--- src/rtl/mem_wb_stage.sv ---
// Memory-access / writeback stage: runs loads and stores on a valid/ready data port
// and drives the register-file and system-register write strobes.
//
// state | meaning
// IDLE  | accepting a new instruction from the pipeline register every cycle
// REQ   | memory request presented, waiting for memReady
// WAIT  | load accepted, waiting for memRValid
module mem_wb_stage #(
    parameter logic [1:0] SEL_ALU = 2'd0,
    parameter logic [1:0] SEL_MEM = 2'd1,
    parameter logic [1:0] SEL_PC  = 2'd2,
    parameter logic [1:0] SEL_SYS = 2'd3
) (
    input  logic        clk,
    input  logic        reset,
    input  logic [3:0]  inWrtIndex,
    input  logic        inRegWrEn,
    input  logic [1:0]  inMulSel,
    input  logic [31:0] inAluOut,
    input  logic [31:0] inData1Out,
    input  logic [31:0] inData2Out,
    input  logic [31:0] inPC,
    input  logic [31:0] inSysDataOut,
    input  logic        inIsLoad,
    input  logic        inIsStore,
    input  logic        inIsRSR,
    input  logic        inIsWSR,
    output logic        hold,
    output logic        memReq,
    output logic        memWe,
    output logic [31:0] memAddr,
    output logic [31:0] memWData,
    input  logic        memReady,
    input  logic        memRValid,
    input  logic [31:0] memRData,
    output logic        wbEn,
    output logic [3:0]  wbIndex,
    output logic [31:0] wbData,
    output logic        sysWrEn,
    output logic [31:0] sysWrData,
    output logic        alignErr
);

    typedef enum logic [1:0] {
        IDLE = 2'd0,
        REQ  = 2'd1,
        WAIT = 2'd2
    } state_t;

    state_t state, state_nxt;

    logic        is_mem;
    logic        misaligned;
    logic [31:0] sel_data;

    logic [31:0] addr_q;
    logic [31:0] wdata_q;
    logic        we_q;
    logic [3:0]  idx_q;
    logic        regwr_q;

    logic        wb_en_q;
    logic [3:0]  wb_index_q;
    logic [31:0] wb_data_q;
    logic        sys_wr_en_q;
    logic [31:0] sys_wr_data_q;
    logic        align_err_q;

    assign is_mem     = inIsLoad | inIsStore;
    assign misaligned = (inAluOut[1:0] != 2'b00);

    always_ff @(posedge clk) begin
        if (!reset) begin
            state <= IDLE;
        end else begin
            state <= state_nxt;
        end
    end

    always_comb begin
        state_nxt = state;
        case (state)
            IDLE: begin
                if (is_mem && !misaligned) begin
                    state_nxt = REQ;
                end
            end
            REQ: begin
                if (memReady) begin
                    state_nxt = we_q ? IDLE : WAIT;
                end
            end
            WAIT: begin
                if (memRValid) begin
                    state_nxt = IDLE;
                end
            end
            default: state_nxt = IDLE;
        endcase
    end

    // Writeback data for non-memory instructions; SEL_MEM without a load yields 0.
    always_comb begin
        sel_data = 32'd0;
        if (inIsRSR) begin
            sel_data = inSysDataOut;
        end else if (inMulSel == SEL_ALU) begin
            sel_data = inAluOut;
        end else if (inMulSel == SEL_PC) begin
            sel_data = inPC + 32'd4;
        end else if (inMulSel == SEL_SYS) begin
            sel_data = inSysDataOut;
        end else if (inMulSel == SEL_MEM) begin
            sel_data = 32'd0;
        end
    end

    always_ff @(posedge clk) begin
        if (!reset) begin
            addr_q        <= 32'd0;
            wdata_q       <= 32'd0;
            we_q          <= 1'b0;
            idx_q         <= 4'd0;
            regwr_q       <= 1'b0;
            wb_en_q       <= 1'b0;
            wb_index_q    <= 4'd0;
            wb_data_q     <= 32'd0;
            sys_wr_en_q   <= 1'b0;
            sys_wr_data_q <= 32'd0;
            align_err_q   <= 1'b0;
        end else begin
            wb_en_q     <= 1'b0;
            sys_wr_en_q <= 1'b0;
            align_err_q <= 1'b0;
            case (state)
                IDLE: begin
                    if (is_mem) begin
                        if (misaligned) begin
                            align_err_q <= 1'b1;
                        end else begin
                            addr_q  <= inAluOut;
                            wdata_q <= inData2Out;
                            we_q    <= inIsStore;
                            idx_q   <= inWrtIndex;
                            regwr_q <= inRegWrEn;
                        end
                    end else begin
                        wb_en_q       <= inRegWrEn;
                        wb_index_q    <= inWrtIndex;
                        wb_data_q     <= sel_data;
                        sys_wr_en_q   <= inIsWSR;
                        sys_wr_data_q <= inData1Out;
                    end
                end
                WAIT: begin
                    if (memRValid) begin
                        wb_en_q    <= regwr_q;
                        wb_index_q <= idx_q;
                        wb_data_q  <= memRData;
                    end
                end
                default: ;
            endcase
        end
    end

    assign hold      = (state != IDLE);
    assign memReq    = (state == REQ);
    assign memWe     = (state == REQ) & we_q;
    assign memAddr   = addr_q;
    assign memWData  = wdata_q;
    assign wbEn      = wb_en_q;
    assign wbIndex   = wb_index_q;
    assign wbData    = wb_data_q;
    assign sysWrEn   = sys_wr_en_q;
    assign sysWrData = sys_wr_data_q;
    assign alignErr  = align_err_q;

endmodule

--- config.mk ---
export PLATFORM = sky130hd
export DESIGN_NAME = mem_wb_stage
export DESIGN_NICKNAME = d
export VERILOG_FILES = /design/src/rtl/mem_wb_stage.sv
export SDC_FILE = /design/constraint.sdc
export NUM_CORES = 1
export LEC_CHECK = 0
export CAP_MARGIN = 20
export CORE_MARGIN = 3
export CORE_UTILIZATION = 35
export CTS_CLUSTER_SIZE = 10
export DETAILED_ROUTE_END_ITERATION = 10
export MAX_ROUTING_LAYER = met4
export PLACE_DENSITY = 0.73
export SETUP_SLACK_MARGIN = 0.02
export SLEW_MARGIN = 20
export SYNTH_ARGS = -nofsm -noshare
export SYNTH_HDL_FRONTEND = slang
export SYNTH_SLANG_ARGS = --single-unit
--- constraint.sdc ---
create_clock -name clk -period 2.59 [get_ports clk]
set_clock_uncertainty 0.05 [all_clocks]
set_input_delay 0.518 -clock clk [delete_from_list [all_inputs] [get_ports clk]]
set_output_delay 0.518 -clock clk [all_outputs]
set_load 0.05 [all_outputs]
Word level (Yosys, flattened, before mapping)
Cells that the tools add are included.
- muxes and demuxes: 19
- add/sub/neg operators: 1
- reduce and logical (&&, ||, !) cells: 13
- eq/ne operators: 8
- bitwise operators: 6
- operator list (operator ; count):
    $mux W32 ; 6
    $pmux W32 S2 ; 1
    $add A32 B3 Y32 const B ; 1
    $reduce_and A3 Y1 ; 4
    $mux W2 ; 4
    $mux W4 ; 2
    $pmux W4 S2 ; 1
    $eq A2 B2 Y1 const B ; 3
    $ne A2 B2 Y1 const B ; 3
    $pmux W2 S3 ; 1
    $reduce_bool A2 Y1 ; 3
    $logic_not A2 Y1 ; 2
    $not A1 Y1 ; 4
    $mux W1 ; 3
    $reduce_or A3 Y1 ; 1
    $eq A2 B1 Y1 const B ; 1
    $ne A2 B1 Y1 const B ; 1
    $pmux W1 S2 ; 1
    $reduce_and A2 Y1 ; 1
    $and A1 B1 Y1 ; 1
    $logic_and A1 B1 Y1 ; 1
    $logic_not A1 Y1 ; 1
    $or A1 B1 Y1 ; 1
- flip-flop bits (word level): 143

Logic depth before layout (Yosys ltp)
Gate-level depths: netlist (run 1).
- depth after elaboration: 7
- depth in mapped cells: 8
- mapped depth without buffers: 6

Least setup slack after synthesis (run 1)
No wires, ideal clock.
- path type: register to output
- start: register state[0]
- end: output port memWe
- arrival time: 2.087 ns
- setup slack: -0.065 ns
- buffers on the path: 1
- required time: 2.022 ns
- stages on the path, launching flop included: 4
- cells stage by stage: dfxtp_1 -> clkbuf_1 -> nor2b_1 -> and2_1
- word-level cells in the longest chain between the ends: 2
- RTL lines (what ; RTL line ; source):
    start: declaration ; 50 ; state_t state, state_nxt;
    start signal: assignment ; 76 ; state <= state_nxt;
    $eq A2 B1 Y1 ; n/a ;
    named net memReq ; 29 ; output logic memReq,
    $and A1 B1 Y1 ; 169 ; assign memWe = (state == REQ) & we_q;
    end: declaration ; 30 ; output logic memWe,
The timed path passes the listed nets, and every way through them passes these cells.

Final worst setup path (run 1)
- start: input port inIsStore
- end: register wb_data_q[25], in the netlist wbData[25]
- word-level cells in the longest chain between the ends: 3
- RTL lines (what ; RTL line ; source):
    start: declaration ; 25 ; input logic inIsStore,
    $or A1 B1 Y1 ; 69 ; assign is_mem = inIsLoad | inIsStore;
    $ne A2 B2 Y1 (no line) ; n/a ;
    $reduce_and A3 Y1 (no line) ; n/a ;
    end signal: assignment ; 150 ; wb_data_q <= sel_data;
    end signal: assignment ; 159 ; wb_data_q <= memRData;
    end: declaration ; 64 ; logic [31:0] wb_data_q;
Every way passes these cells.
A chain may end at the register's enable or synchronous reset.

==> summary.txt, run 1 <==
Status
  – Result of the run: finished, final reports clean

Critical path
  – Critical path depth in cells: 6
  – Biggest cell delay along the critical path: 0.57 ns
  – Largest fanout on the critical path: 34
  – Buf/Inv on CP: 3
  – Critical-path cell with the highest stage delay: or4_4
  – WP data required: 2.83 ns
  – Critical-path cell list: clkdlybuf4s50_1, or4_4, buf_12, buf_4, a221oi_1, a21oi_1
  – Crit Reg-Reg Startpoint: state[0]
  – WP data arrival: 2.53 ns
  – Launch point of the critical path: inIsStore
  – Slack of the worst reg-to-reg path: 0.49 ns
  – FF-to-FF End: wbData[25]
  – Endpoint type of the worst setup path: register
  – Number of cells on the worst reg-to-reg path: 5
  – Startpoint type of the worst setup path: input pin
  – Startpoint-to-endpoint class of the critical path: input pin to register
  – Kind of cell adding the most delay to the critical path: buffers and inverters

Power
  – Part of the total power dissipated in the clock network: 0.392
  – Sequential Power Share: 0.364
  – Overall power of the completed layout: 0.00655 W
  – Combinational group share of total power: 0.244
  – Power density over the cells: 577 nW/µm²
  – Internal Dissipation: 0.00454 W
  – Switching fraction of total power: 0.307
  – Static power due to leakage: 4.11 nW
  – Worst-case vdd ir drop: 0.448 mV
  – Switching power: 0.00201 W

Timing
  – Total count of max-transition violations in the final report: 0
  – Min setup slack post-route: 0.294 ns
  – Number of setup violations in the final report: 0
  – Endpoints failing hold: 0
  – Slew of the pin with the lowest slew margin: 0.600 ns
  – Time the worst path needs with I/O delays and setup: 2.30 ns
  – Share of the clock period used by the worst path after layout: 0.886
  – Highest clock rate: 0.436 GHz
  – RSZ-0062 raised after global routing: no
  – Worst slew slack as a fraction of its limit: 0.599

Global route
  – Antenna violations before repair: 3
  – Largest net degree at the start of global routing: 87
  – Total global routing overflow: 0
  – GRT Overall Usage: 0.284
  – Global-route wire length before repair: 43.1 mm
  – Number of global-route vias before repair: 7621

Finish
  – Final Instance Count excl. Fillers: 1482
  – Area growth syn-to-layout: 73.5%
  – Layout Nets: 1446
  – Layout cells sized above 1: 0.108
  – Final core occ: 0.626

Floorplan
  – Width of the die: 143 µm
  – Placement row count: 49
  – Standard cell core area: 18100 µm²
  – Count of pins on the block boundary: 345
  – Die Outline Area: 20400 µm²
  – Effective utilization at floorplan: 0.361
  – Die span in y: 143 µm

Logic synthesis
  – Most common cell in the netlist: nand2_1
  – Share of the synthesized area in the top cell type: 0.437
  – Cells taking the most area after synthesis: dfxtp_1, nand2_1, a21oi_1
  – Distinct cells, synth: 55
  – Number of enable-type register cells in the synthesized netlist: 0
  – #FFs+latches synth: 143
  – Summed instance area of the synthesized netlist: 6550 µm²
  – Nets in the synthesized netlist: 1066
  – Cell count after synthesis: 858
  – Post-Syn Area per Cell: 7.63 µm²
  – Cell taking the most area after synthesis: dfxtp_1
  – Top flip-flop cell by instance count after synthesis: dfxtp_1
  – Yosys warning count: 0
  – Proportion of synthesized chip area in sequential cells: 0.437
  – Post-synth top cells: nand2_1, dfxtp_1, a21oi_1, clkbuf_1, nor2_1
  – Asr flop ratio synth: 0

Detailed routing
  – Mean number of vias per cell: 5.32
  – Residual DRC count: 0
  – Drt initial violations: 601
  – Total Wirelength: 29.2 mm
  – Detailed-routing iteration count for the pre-antenna-repair pass: 5
  – DRT antenna net count: 0
  – Vias: 7880
  – Average detailed-routed wire length per instance: 19.7 µm

Clocking
  – Worst-path clk slew: 0.06 ns
  – Level count of the clock H-tree: 4
  – CTS Buffer Depth: 2
  – Clock tree root buffer cell: clkbuf_16
  – Setup repair bufs after CTS: 0
  – Number of CTS-inserted buffers: 17
  – Clock Sink Count: 143
  – Number of hold-repair buffers added at the cts stage: 0
  – TritonCTS clock tree: yes
  – Post-cts repair resize count: 0
  – Clock latency on the worst-skew pair: 0.42 ns

Worst hold path
  – Path class of the lowest-slack min-delay path: register to register
  – Hold Crit Endpoint: memWData[12]
  – Worst Hold Path Cells: 2
  – Hold Path Origin: memWData[12]

Run
  – Reported max-cap violation count: 0

Placed design
  – RePlAce Congestion: 0.931
  – Count of input and output buffers: 344
  – Post-place setup slack: -0.0716 ns
  – Total half-perimeter wirelength after legalization and detailed placement: 22.5 mm
  – Cell Count Post-Placement: 1448
-- cells in the final DEF, fill, tap and decap left out, types with 6 or more instances in the layout --
cell               n
clkdlybuf4s50_1  341
nand2_1          227
clkbuf_16         17
xor2_1             6
nor3_1            23
nand4_1           11
nor2_1            33
dfxtp_1          143
and3_1             6
o211ai_1          10
a31oi_1            8
nand3_1           18
a221oi_1          15
a221o_1            7
xnor2_1           15
buf_12             7
nor4_1            16
inv_1              7
o21ai_0           24
a21oi_1          137
buf_4             80
-- cells by family after synthesis --
logic type | after synthesis | synth area share
AOI/OAI and AO/OA | 245 | 0.231
xor gates and xnor gates | 21 | 0.0281
DFF | 143 | 0.437
and+or+nand+nor | 373 | 0.256
adders and majority gates | 1 | 0.00191
buffers and inverters | 75 | 0.0455
-- tightest hold or removal path, cell delays in order (launching register included) --
cell and delay [ns]:
dfxtp_1 0.31, nand2_1 0.05, a21oi_1 0.05
-- area by class of cell --
| class | count | area, µm² |
|---|---|---|
| antenna | 3 | 7.51 |
| sequential | 143 | 2860 |
| fill | 1594 | 6790 |
| inverter | 8 | 32.5 |
| clock inverter | 14 | 180 |
| multi-input combinational | 640 | 3410 |
| tap | 229 | 287 |
| clock buffer | 17 | 425 |
| timing repair buffer | 428 | 4150 |
-- flip-flops by register name, indices dropped and copies added (netlist names) --
name,count
alignErr,1
idx_q,4
memAddr,32
memWData,32
regwr_q,1
state,2
sysWrData,32
sysWrEn,1
wbData,32
wbEn,1
wbIndex,4
we_q,1
-- power by group through the flow --
stage	logic [W]	registers (W)	clock network [W]
3_5_place_dp	0.00159	0.00243	0
5_1_grt	0.00169	0.00239	0.00270
4_1_cts	0.00160	0.00238	0.00260
6_report	0.00160	0.00238	0.00257
2_1_floorplan	0.000387	0.00280	0
3_3_place_gp	0.00158	0.00243	0
-- worst max-delay path by stage --
stage | end | slack, ns
final | wbData[25] | 0.29
after global routing | wbData[31] | 0.25
after CTS | memAddr[10] | 0.34
after detailed placement | wbData[25] | -0.07
after global placement | wbData[25] | -0.05
after floorplan | memWe | 0.23
-- stage by stage --
stage / hold WS, ns / cell area, µm² / setup TNS [ns]
floorplan: 0.387 / 6550 / 0
global placement: 0.390 / 10700 / -0.0691
detailed placement: 0.395 / 10700 / -0.141
CTS: 0.404 / 11400 / 0
global route: 0.414 / 11400 / 0
finish: 0.403 / 11400 / 0
-- routing by layer --
metal | GRT usage | up-vias | wire (µm)
met5 | - | - | 0
li1 | - | 3802 | -
met4 | 0.0910 | 0 | 683
met3 | 0.0790 | 37 | 2630
met2 | 0.460 | 378 | 14300
met1 | 0.342 | 3663 | 11600
Power figures use the tool's default switching activity.
==> run 2, diff against run 1 <==
--- a/config.mk
+++ b/config.mk
@@ -7,11 +7,12 @@
 export LEC_CHECK = 0
 export CAP_MARGIN = 20
 export CORE_MARGIN = 3
-export CORE_UTILIZATION = 35
+export CORE_UTILIZATION = 40
 export CTS_CLUSTER_SIZE = 10
 export DETAILED_ROUTE_END_ITERATION = 10
+export HOLD_SLACK_MARGIN = 0.05
 export MAX_ROUTING_LAYER = met4
-export PLACE_DENSITY = 0.73
+export PLACE_DENSITY = 0.81
 export SETUP_SLACK_MARGIN = 0.02
 export SLEW_MARGIN = 20
 export SYNTH_ARGS = -nofsm -noshare
==> run 2 against run 1 <==
  * Global-route usage rose by 4.0 points
  * Sequential cell count did not move
  * Largest cell class unchanged
  * Register-to-register slack got worse by 0.02 ns
  * Die area fell by 12%
  * Sequential share of layout area rose by 0.26 points
  * Critical endpoint is now wbData[20]
  * Combinational power barely moved
  * Non-clock buffer count fell by 5
  * First-iteration DRC count rose by 22%
  * Power fell by 2.3%
==> summary.txt, run 2 (synthesis gave the netlist of run 1 again) <==
Finish
  – Most common cell after layout, fill and taps aside: clkdlybuf4s50_1
  – Layout Nets: 1441
  – Layout filler cell count: 1290
  – Final core occ: 0.705
  – Post-route cell area: 11200 µm²
  – Area growth syn-to-layout: 71.7%
  – Total area of multi-input combinational cells: 3410 µm²
  – Layout cells sized above 1: 0.104
  – Top library cells by usage in the layout, fill and taps aside: clkdlybuf4s50_1, nand2_1, dfxtp_1
  – Total area of sequential cells: 2860 µm²

Power
  – Power density over the cells: 569 nW/µm²
  – Static power due to leakage: 4.05 nW
  – Worst-case vdd ir drop: 0.426 mV
  – Overall power of the completed layout: 0.00640 W

Clocking
  – CTS Buffer Depth: 2
  – Clock latency on the worst-skew pair: 0.42 ns
  – Worst-path clk slew: 0.06 ns
  – Number of hold-repair buffers added at the cts stage: 0
  – Level count of the clock H-tree: 4
  – Clock tree root buffer cell: clkbuf_16
  – Number of CTS-inserted buffers: 17
  – Clock Sink Count: 143
  – Setup repair bufs after CTS: 0
  – Post-cts repair resize count: 0
  – TritonCTS clock tree: yes

Detailed routing
  – Drt initial violations: 736
  – Vias: 8034
  – Detailed-routing iteration count for the pre-antenna-repair pass: 6
  – Average detailed-routed wire length per instance: 19.8 µm
  – Total Wirelength: 29.0 mm
  – Residual DRC count: 0
  – Mean number of vias per cell: 5.49
  – DRT antenna net count: 0

Run
  – Reported max-cap violation count: 0

Global route
  – Number of global-route vias before repair: 7919
  – Global-route wire length before repair: 43.8 mm
  – Total global routing overflow: 0
  – Largest net degree at the start of global routing: 106
  – Antenna violations before repair: 1
  – GRT Overall Usage: 0.324

Worst hold path
  – Hold Crit Endpoint: memAddr[20]
  – Hold Path Origin: memAddr[20]
  – Path class of the lowest-slack min-delay path: register to register
  – Worst Hold Path Cells: 2

Floorplan
  – Width of the die: 134 µm
  – Count of pins on the block boundary: 345
  – Placement row count: 46
  – Standard cell core area: 15900 µm²
  – Die span in y: 134 µm
  – Effective utilization at floorplan: 0.411
  – Die Outline Area: 17900 µm²

Timing
  – Endpoints failing hold: 0
  – Slew of the pin with the lowest slew margin: 0.630 ns
  – RSZ-0062 raised after global routing: no
  – Min setup slack post-route: 0.170 ns
  – Share of the clock period used by the worst path after layout: 0.934
  – Total count of max-transition violations in the final report: 0
  – Highest clock rate: 0.413 GHz
  – Time the worst path needs with I/O delays and setup: 2.42 ns
  – Worst slew slack as a fraction of its limit: 0.580
  – Number of setup violations in the final report: 0

Critical path
  – FF-to-FF End: wbData[25]
  – Startpoint-to-endpoint class of the critical path: input pin to register
  – Largest fanout on the critical path: 13
  – Endpoint type of the worst setup path: register
  – Crit Reg-Reg Startpoint: state[1]
  – WP data arrival: 2.65 ns
  – Number of cells on the worst reg-to-reg path: 4
  – WP data required: 2.82 ns
  – Startpoint type of the worst setup path: input pin
  – Slack of the worst reg-to-reg path: 0.47 ns

Placed design
  – Post-place setup slack: -0.125 ns
  – RePlAce Congestion: 1.04
  – Total half-perimeter wirelength after legalization and detailed placement: 22.2 mm
  – Count of input and output buffers: 344
  – Post-detailed-placement cell area: 10700 µm²

Status
  – Result of the run: finished, final reports clean
[run 2: changes by cell type in the layout (fill, tap and decap cells not counted), moves of 2 or more]
cell / delta
buf_4: -3
diode_2: -2
clkinvlp_4: +4
clkinv_4: -2
bufinv_16: -2
buf_12: -2
inv_8: +2
[run 2: power by group]
group / internal (W) / switching (W) / leakage [nW]
sequential: 0.00232 / 0.0000683 / 1.17
clock: 0.00135 / 0.00107 / 0.269
combinational: 0.000682 / 0.000906 / 2.61
[run 2: worst max-delay path by stage]
stage | slack (ns) | cells after the start | start | end
6_report | 0.17 | 7 | inMulSel[1] | wbData[20]
5_1_grt | 0.05 | 7 | inMulSel[1] | wbData[20]
4_1_cts | 0.27 | 7 | inMulSel[1] | wbData[20]
3_5_place_dp | -0.12 | 7 | inMulSel[1] | wbData[20]
3_3_place_gp | -0.10 | 7 | inMulSel[1] | wbData[20]
2_1_floorplan | 0.23 | 3 | state[0] | memWe
[run 2: layout make-up]
class / instances / area share
Timing Repair Buffer: 423 / 0.364
Multi-Input combinational cell: 640 / 0.303
Sequential cell: 143 / 0.255
Clock buffer: 17 / 0.0378
Tap cell: 216 / 0.0240
Clock inverter: 15 / 0.0134
Inverter: 8 / 0.00289
Antenna cell: 1 / 0.000223
[run 2: critical path, cell delays in order]
cell	delay [ns]
clkdlybuf4s50_1	0.60
a21o_1	0.39
buf_4	0.25
a221oi_1	0.53
nor3_1	0.09
a21oi_1	0.15
o32ai_1	0.11
[run 2: through the flow]
| stage | hold WS, ns | cells | TNS, ns |
|---|---|---|---|
| finish | 0.403 | 1463 | 0 |
| global placement | 0.390 | 1430 | -0.194 |
| CTS | 0.404 | 1462 | 0 |
| global route | 0.416 | 1463 | 0 |
| floorplan | 0.387 | 858 | 0 |
| detailed placement | 0.396 | 1430 | -0.177 |
[run 2: metal layers]
layer | track usage | up-vias | share of wire
met5 | - | - | 0
met4 | 0.130 | 0 | 0.034
met3 | 0.106 | 59 | 0.11
met2 | 0.515 | 440 | 0.47
met1 | 0.379 | 3745 | 0.39
li1 | - | 3790 | -
==> run 3, diff against run 2 <==
--- a/config.mk
+++ b/config.mk
@@ -5,6 +5,7 @@
 export SDC_FILE = /design/constraint.sdc
 export NUM_CORES = 1
 export LEC_CHECK = 0
+export ABC_CLOCK_PERIOD_IN_PS = 2590
 export CAP_MARGIN = 20
 export CORE_MARGIN = 3
 export CORE_UTILIZATION = 40
@@ -13,7 +14,6 @@
 export HOLD_SLACK_MARGIN = 0.05
 export MAX_ROUTING_LAYER = met4
 export PLACE_DENSITY = 0.81
-export SETUP_SLACK_MARGIN = 0.02
 export SLEW_MARGIN = 20
 export SYNTH_ARGS = -nofsm -noshare
 export SYNTH_HDL_FRONTEND = slang
==> results of run 3 <==
Final layout, timing and power as in run 2 (identical DEF).
